[src/rtl/eth_header_tx_if.sv]
// Payload-in / frame-out stream bundle for the Ethernet II header transmitter.
// The master side is the transmitter; the slave side is its upstream/downstream peer.
interface eth_header_tx_if #(
    parameter int N = 2
) ();
    logic [N-1:0] axiid;
    logic         axiiv;
    logic         axiir;
    logic [N-1:0] axiod;
    logic         axiov;

    modport master (
        input  axiid,
        input  axiiv,
        output axiir,
        output axiod,
        output axiov
    );

    modport slave (
        output axiid,
        output axiiv,
        input  axiir,
        input  axiod,
        input  axiov
    );
endinterface

[src/rtl/eth_header_tx.sv]
// Ethernet II header serializer: emits dst MAC, src MAC and EtherType MSB-first as
// N-bit chunks, then forwards a contiguous upstream payload until valid drops.
module eth_header_tx #(
    parameter int N = 2
) (
    input  logic            clk,
    input  logic            rst,
    input  logic            start,
    input  logic [47:0]     dst_mac,
    input  logic [47:0]     src_mac,
    input  logic            etype_sel,
    eth_header_tx_if.master bus,
    output logic            busy,
    output logic            done
);
    localparam int HDR_CHUNKS  = 112 / N;
    localparam int MAC_CHUNKS  = 48 / N;
    localparam int TYPE_CHUNKS = 16 / N;
    localparam int CNT_W       = $clog2(HDR_CHUNKS);

    localparam logic [CNT_W-1:0] MAC_LAST  = CNT_W'(MAC_CHUNKS - 1);
    localparam logic [CNT_W-1:0] TYPE_LAST = CNT_W'(TYPE_CHUNKS - 1);
    localparam logic [15:0]      ETYPE_IPV4 = 16'h0800;
    localparam logic [15:0]      ETYPE_ARP  = 16'h0806;

    typedef enum logic [2:0] {IDLE, DST, SRC, ETYPE, PAYLOAD} state_t;

    state_t           state;
    state_t           next_field;
    logic             field_end;
    logic [CNT_W-1:0] cnt;
    logic [111:0]     sh;
    logic [N-1:0]     chunk;
    logic             valid;

    assign bus.axiod = chunk;
    assign bus.axiov = valid;
    assign bus.axiir = (state == PAYLOAD);
    assign busy      = (state != IDLE);

    // Field boundary detection; the chunk counter restarts at every field.
    always_comb begin
        field_end  = 1'b0;
        next_field = state;
        case (state)
            DST: begin
                field_end  = (cnt == MAC_LAST);
                next_field = SRC;
            end
            SRC: begin
                field_end  = (cnt == MAC_LAST);
                next_field = ETYPE;
            end
            ETYPE: begin
                field_end  = (cnt == TYPE_LAST);
                next_field = PAYLOAD;
            end
            default: begin
                field_end  = 1'b0;
                next_field = state;
            end
        endcase
    end

    always_ff @(posedge clk or negedge rst) begin
        if (!rst) begin
            state <= IDLE;
            cnt   <= '0;
            sh    <= '0;
            chunk <= '0;
            valid <= 1'b0;
            done  <= 1'b0;
        end else begin
            done <= 1'b0;
            case (state)
                IDLE: begin
                    chunk <= '0;
                    valid <= 1'b0;
                    if (start) begin
                        sh    <= {dst_mac, src_mac, etype_sel ? ETYPE_ARP : ETYPE_IPV4};
                        cnt   <= '0;
                        state <= DST;
                    end
                end
                DST, SRC, ETYPE: begin
                    chunk <= sh[111 -: N];
                    valid <= 1'b1;
                    sh    <= {sh[111-N:0], {N{1'b0}}};
                    if (field_end) begin
                        cnt   <= '0;
                        state <= next_field;
                    end else begin
                        cnt <= cnt + 1'b1;
                    end
                end
                PAYLOAD: begin
                    // The first gap in upstream valid closes the frame.
                    if (bus.axiiv) begin
                        chunk <= bus.axiid;
                        valid <= 1'b1;
                    end else begin
                        chunk <= '0;
                        valid <= 1'b0;
                        done  <= 1'b1;
                        state <= IDLE;
                    end
                end
                default: state <= IDLE;
            endcase
        end
    end
endmodule

[src/flat_wrapper.sv]
// flat-port wrapper written by rule: the top's interface ports become plain ports
module eth_header_tx_flat 
#(
    parameter int N = 2
)
  (clk, rst, start, dst_mac, src_mac, etype_sel, busy, done, bus_axiid, bus_axiiv, bus_axiir, bus_axiod, bus_axiov);
  eth_header_tx_if #(.N(N)) bus_i ();
  input  logic clk;
  input  logic rst;
  input  logic start;
  input  logic [47:0] dst_mac;
  input  logic [47:0] src_mac;
  input  logic etype_sel;
  output logic busy;
  output logic done;
  input wire logic [$bits(bus_i.axiid)-1:0] bus_axiid;
  input wire logic [$bits(bus_i.axiiv)-1:0] bus_axiiv;
  output wire logic [$bits(bus_i.axiir)-1:0] bus_axiir;
  output wire logic [$bits(bus_i.axiod)-1:0] bus_axiod;
  output wire logic [$bits(bus_i.axiov)-1:0] bus_axiov;
  assign bus_i.axiid = bus_axiid;
  assign bus_i.axiiv = bus_axiiv;
  assign bus_axiir = bus_i.axiir;
  assign bus_axiod = bus_i.axiod;
  assign bus_axiov = bus_i.axiov;
  eth_header_tx #(.N(N)) u_core (.clk(clk), .rst(rst), .start(start), .dst_mac(dst_mac), .src_mac(src_mac), .etype_sel(etype_sel), .bus(bus_i), .busy(busy), .done(done));
endmodule
[config.mk]
export PLATFORM = sky130hd
export DESIGN_NAME = eth_header_tx_flat
export DESIGN_NICKNAME = d
export VERILOG_FILES = /design/src/rtl/eth_header_tx_if.sv /design/src/rtl/eth_header_tx.sv /design/src/flat_wrapper.sv
export SDC_FILE = /design/constraint.sdc
export NUM_CORES = 1
export LEC_CHECK = 0
export ABC_CLOCK_PERIOD_IN_PS = 1400
export BUFFER_PORTS_ARGS = -buffer_cell sky130_fd_sc_hd__buf_2
export CORE_UTILIZATION = 40
export CTS_CLUSTER_DIAMETER = 100
export DETAILED_ROUTE_END_ITERATION = 12
export SLEW_MARGIN = 20
export SYNTH_ARGS = -nofsm -noshare
export SYNTH_HDL_FRONTEND = slang
export SYNTH_SLANG_ARGS = --single-unit
[constraint.sdc]
create_clock -name clk -period 1.4 [get_ports clk]
set_input_delay 0.07 -clock clk [delete_from_list [all_inputs] [get_ports clk]]
set_output_delay 0.07 -clock clk [all_outputs]
set_load 0.005 [all_outputs]
==> flow_metrics.tcl, run 1 <==
set metrics [dict create \
    drc_errors 0 \
    p_sw_uw 9540 \
    vdd_drop_max_v 0.00133 \
    clk_latency_ps 420 \
    hold_class "input pin to register" \
    max_freq_ghz 0.613 \
    crit_type "register to register" \
    grt_pass1_vias 4993 \
    floorplan.rows 41 \
    synth-seq-area-share_pct 56.1 \
    synth.net_count 628 \
    worstPathRequired_ps 1700 \
    hold_viol 0 \
    crit_fanout 7 \
    r2r_start "u_core.cnt[0]" \
    period_needed_ps 1630 \
    cts_root_buf "clkbuf_16" \
    setup_ws_ps -232 \
    p_total_uw 24200 \
    synth_cell_type_count 41 \
    n_antenna_cell 0 \
    yosysTopAreaCellShare_pct 56.1 \
    switching_share_pct 39.4 \
    slew-limit-headroom_pct 62.0 \
    synth_flop_cell "dfrtp_1" \
    setup_viol 117 \
    intPower_uw 14700 \
    multi_input_area_um2 3020 \
    tightest_slew_ps 570 \
    n_fill_cell 692 \
    power_density_nw_per_um2 2460 \
    synth_most_common_cell "dfrtp_1" \
    ff_latch_area_um2 2980 \
    synthTopCellsByCount "dfrtp_1, nand2_1, a22oi_1" \
    drv_slew 0 \
    leakage_uw 0.00455 \
    synth-seq-cells 119 \
    cp-end-kind "register" \
    drtAntennaViolNets 0 \
    yosysWarnings 0 \
    die_w_um 117 \
    postSynthCellCount 524 \
    grt_pass1_wl_um 24500 \
    status "complete, but fails checks" \
    crit_end "u_core.cnt[4]" \
    failed_checks "setup timing" \
    synth_area_leaders "dfrtp_1, a22oi_1, nand2_1" \
    clkPwrFrac_pct 18.2 \
    fin_skew_ps 8.47 \
    clockBufferDepth 2 \
    dp.final_hpwl_um 8130 \
    drive_above_1_share_pct 54.1 \
    async_flop_share_pct 100 \
    firstDrtPassIters 6 \
    critPathLaunchType "register" \
    timing.rr.end "u_core.cnt[4]" \
    cts_tree "built" \
    dieArea_um2 13700 \
    core_um2 12800 \
    area_delta_synth_final_pct 85.4 \
    max_cap_viol_count 0 \
    min_period_over_period_pct 117 \
    rsz0062_at_grt "yes" \
    grt_max_degree 39 \
    avgRoutedWirePerCell_um 22.6 \
    cts.sinks 119 \
    htree_num_levels 4 \
    clk_pin_slew_ps 50 \
    seqPwrFrac_pct 26.8 \
    via_count 5782 \
    crit_start "u_core.cnt[0]" \
    synth-edff-count 0 \
    r2r_slack_ps -230 \
    synth_area_leader_cell "dfrtp_1" \
    gr-total-overflow 0 \
    start_util_pct 41.5 \
    drt_wl_total_um 22100 \
    drtIter0Drc 565 \
    routabilityCongestion 0.791 \
    boundaryPins 109 \
    tns_ps -16670 \
    syn-mean-instance-area_um2 10.1 \
    die_h_um 117 \
    arrival_ps 1940 \
    p_comb_share_pct 55.0 \
    grt.total_usage_pct 24.0 \
    port_buffers 108 \
    syn_area_um2 5310 \
    nets 899 \
    cts_buffers 17 \
    vias_per_cell 5.90 \
    antenna_found_initial 0 \
    rr_worst_depth 6 \
]
-- worst min path at each step --
stage / from / end / slack, ps / cells after the start
finish: start / u_core.state[0] / 20 / 3
global route: start / u_core.state[0] / 30 / 3
CTS: start / u_core.state[0] / 3 / 3
detailed placement: rst / u_core.sh[24] / -5 / 1
global placement: rst / u_core.sh[23] / -5 / 1
floorplan: rst / u_core.bus.axiod[0] / -230 / 0
-- cell families after synthesis --
group,after synthesis,synth area share [%]
AND/OR/NAND/NOR,131,10.7
AO/OA/AOI/OAI,219,26.8
buffers and inverters,50,5.40
flip-flops,119,56.1
adder cells (fa/ha/maj),1,0.236
multiplexers,4,0.802
-- sequential cells by signal (all words and copies together) (netlist names) --
signal	count
u_core.done	1
u_core.state	3
u_core.bus.axiov	1
u_core.sh	106
u_core.cnt	6
u_core.bus.axiod	2
-- timing repair --
action | CTS | global route
pin swaps | 12 | 105
gates cloned | 6 | 32
hold buffers | 99 | 0
endpoints found under the setup margin | 115 | 120
buffers inserted | 23 | 7
gates resized for setup | 66 | 286
hold endpoints to repair | 219 | 0
-- per-layer routing --
| metal | track usage, % | wire length [um] | up-vias |
|---|---|---|---|
| li1 | - | - | 2473 |
| met1 | 30.1 | 8690 | 2885 |
| met2 | 38.4 | 10800 | 331 |
| met3 | 6.80 | 1640 | 93 |
| met4 | 11.3 | 1040 | 0 |
| met5 | 0 | 0 | - |
-- per-stage QoR --
step / hold slack (ps) / util, % / instances / setup slack [ps] / instance area (um2)
finish: 16.2 / 77.0 / 980 / -232 / 9840
global route: 29.2 / 77.0 / 980 / -285 / 9840
CTS: 3.35 / 64.6 / 944 / -160 / 8260
detailed placement: -4.59 / 48.1 / 784 / -109 / 6140
global placement: -4.61 / 48.1 / 784 / -35.1 / 6140
floorplan: -226 / - / 524 / -45.7 / 5380
-- placed cells by master (no fill, tap or decap), types with 4 or more instances in the layout --
| cell type | instances |
|---|---|
| dfrtp_1 | 116 |
| buf_2 | 105 |
| dlygate4sd3_1 | 99 |
| a22oi_1 | 51 |
| o21ai_1 | 51 |
| o21ai_2 | 47 |
| a22oi_2 | 45 |
| nand2_4 | 44 |
| nand2_2 | 44 |
| clkbuf_16 | 39 |
| buf_4 | 27 |
| buf_6 | 19 |
| nand2_1 | 16 |
| buf_12 | 15 |
| a22o_1 | 11 |
| buf_8 | 7 |
| or2_4 | 4 |
| clkinv_2 | 4 |
| clkbuf_8 | 4 |
| buf_16 | 4 |
-- critical path, cell delays in order (launching register included) --
cell and delay (ps):
dfrtp_1 360, ha_2 220, nand4bb_4 140, buf_6 150, a21oi_4 240, nor2_4 100
a221o_1 310
-- power by group through the flow --
stage          clock network [uW]  logic, uW  registers (uW)
2_1_floorplan                   0       4740            5610
3_3_place_gp                    0       5880            5800
3_5_place_dp                    0       6040            5870
4_1_cts                      4390       8090            5840
5_1_grt                      4580      13900            6570
6_report                     4400      13300            6480
-- layout make-up --
cell class / count / area share, %
Clock buffer: 24 / 5.00
Clock inverter: 8 / 0.967
Inverter: 1 / 0.0382
Multi-Input combinational cell: 357 / 30.7
Sequential cell: 119 / 30.3
Tap cell: 172 / 2.19
Timing Repair Buffer: 299 / 30.8
(Power assumes the default switching activity.)
==> run 2: changes to the inputs <==
==> constraint.sdc (replaced) <==
create_clock -name clk -period 1.4 [get_ports clk]
set_input_delay 0.14 -clock clk [delete_from_list [all_inputs] [get_ports clk]]
set_output_delay 0.14 -clock clk [all_outputs]
set_load 0.005 [all_outputs]
==> flow_metrics.tcl, run 2 (synthesis gave the netlist of run 1 again) <==
set metrics [dict create \
    grt_pass1_wl_um 23000 \
    drtAntennaViolNets 0 \
    rsz0062_at_grt "yes" \
    core_um2 12800 \
    cts_root_buf "clkbuf_16" \
    top_regs "u_core.sh: 106 flops, u_core.cnt: 6 flops, u_core.state: 3 flops" \
    cts.sinks 119 \
    firstDrtPassIters 5 \
    crit_type "register to register" \
    area_delta_synth_final_pct 58.3 \
    via_count 4960 \
    p_sw_uw 8090 \
    drv_slew 0 \
    floorplan.rows 41 \
    slowest_stage "dfrtp_2" \
    switching_share_pct 36.8 \
    routabilityCongestion 0.823 \
    p_total_uw 22000 \
    cp-end-kind "register" \
    avgRoutedWirePerCell_um 20.2 \
    drt_wl_total_um 17500 \
    fin_util_pct 65.8 \
    drc_errors 0 \
    crit_family "flip-flops" \
    arrival_ps 2000 \
    regMostFlops "u_core.sh" \
    grt.total_usage_pct 22.6 \
    period_needed_ps 1740 \
    max_freq_ghz 0.575 \
    seqPwrFrac_pct 28.3 \
    port_buffers 108 \
    slew-limit-headroom_pct 71.6 \
    clk_latency_ps 410 \
    setup_ws_ps -340 \
    nets 789 \
    clk_pin_slew_ps 60 \
    dp.final_hpwl_um 8230 \
    intPower_uw 13900 \
    final_common_cell "dfrtp_1" \
    fin_skew_ps 8.28 \
    hold_viol 0 \
    drtIter0Drc 442 \
    dieArea_um2 13700 \
    worstPathRequired_ps 1660 \
    vdd_drop_max_v 0.00128 \
    gr-total-overflow 0 \
    cp_num_buf_inv 3 \
    hold_class "input pin to register" \
    die_h_um 117 \
    start_util_pct 41.5 \
    min_period_over_period_pct 124 \
    failed_checks "setup timing" \
    cts_buffers 17 \
    grt_pass1_vias 4425 \
    antenna_found_initial 0 \
    path_cells "buf_6, or2_4, buf_12, buf_16, a22oi_1, o21ai_0" \
    die_w_um 117 \
    drive_above_1_share_pct 50.3 \
    p_comb_share_pct 52.8 \
    boundaryPins 109 \
    critPathLaunchType "register" \
    power_density_nw_per_um2 2620 \
    largest_reg_flops 106 \
    max_cap_viol_count 0 \
    clockBufferDepth 2 \
    final_cell_mix "dfrtp_1, buf_2, nand2_1" \
    slowest_delay_ps 460 \
    htree_num_levels 4 \
    n_antenna_cell 0 \
    clkPwrFrac_pct 18.9 \
    cts_tree "built" \
    grt_max_degree 74 \
    leakage_uw 0.00373 \
    crit_fanout 6 \
    tightest_slew_ps 426 \
    vias_per_cell 5.71 \
    setup_viol 118 \
    status "complete, but fails checks" \
]
==> run 2: cell count changes in the layout (fill, tap and decap cells not counted), moves of 8 or more <==
cell and change:
nand2_1 +49, o21ai_2 -34, a22oi_2 +19, o21ai_0 +23, o21ai_1 +11, buf_4 -13
a22oi_1 -19, clkbuf_16 -8, dlygate4sd3_1 -91, nand2_4 -28, nand2_2 -21
==> run 2: worst register-to-register path, stage by stage (launching register included) <==
cell	delay (ps)
dfrtp_2	460
buf_6	160
or2_4	320
buf_12	160
buf_16	130
a22oi_1	210
o21ai_0	150
==> run 2: area by class of cell <==
class                           count  area [um2]
Fill cell                         933        4370
Sequential cell                   119        2980
Multi-Input combinational cell    357        2700
Timing Repair Buffer              189        1930
Clock buffer                       27         523
Tap cell                          172         215
Clock inverter                      3        40.0
Inverter                            1        3.75
==> run 2: power groups by stage <==
| stage | combinational [uW] | clock (uW) | sequential (uW) |
|---|---|---|---|
| after floorplan | 4740 | 0 | 5610 |
| after global placement | 5870 | 0 | 5810 |
| after detailed placement | 6050 | 0 | 5880 |
| after CTS | 8500 | 4200 | 5860 |
| after global routing | 12300 | 4410 | 6340 |
| final | 11600 | 4150 | 6230 |
==> run 2: stage by stage <==
| step | setup WS [ps] | hold slack, ps | area [um2] | TNS [ps] | cells |
|---|---|---|---|---|---|
| after floorplan | -45.7 | -156 | 5380 | -280 | 524 |
| after global placement | -24.1 | 70.6 | 6140 | -197 | 783 |
| after detailed placement | -112 | 76.1 | 6140 | -4460 | 783 |
| after CTS | -220 | 0.869 | 7380 | -18590 | 839 |
| after global routing | -351 | 0.945 | 8400 | -26230 | 868 |
| final | -340 | 4.25 | 8400 | -21540 | 868 |
==> run 2: layer usage <==
metal  GRT usage (%)  part of all wire (%)  wire length (um)
met5               0                     0                 0
met4            8.35                   2.5               442
met1            29.9                    43              7590
met3            5.92                   5.1               900
met2            35.8                    49              8590
==> run 2: path summary, 6_finish.rpt <==
| check | startpoint | endpoint | slack [ps] | cells after the start |
|---|---|---|---|---|
| worst max-delay path | u_core.state[1] | u_core.sh[108] | -340 | 6 |
| worst min-delay path | dst_mac[31] | u_core.sh[95] | 4 | 3 |
| worst max register to register | u_core.state[1] | u_core.sh[108] | -340 | 6 |
| worst min register to register | u_core.sh[20] | u_core.sh[20] | 480 | 2 |
| max in group asynchronous | rst | u_core.sh[100] | 550 | 3 |
| min in group asynchronous | rst | u_core.sh[30] | 190 | 2 |
==> run 2: timing repair <==
item                                    in CTS  in global routing
endpoints found under the hold margin       57                  2
pin swaps                                    8                 61
endpoints found under the setup margin     117                119
hold buffers                                 6                  2
gates resized for setup                     66                161
cloned                                      11                 20
setup buffers                                9                  9
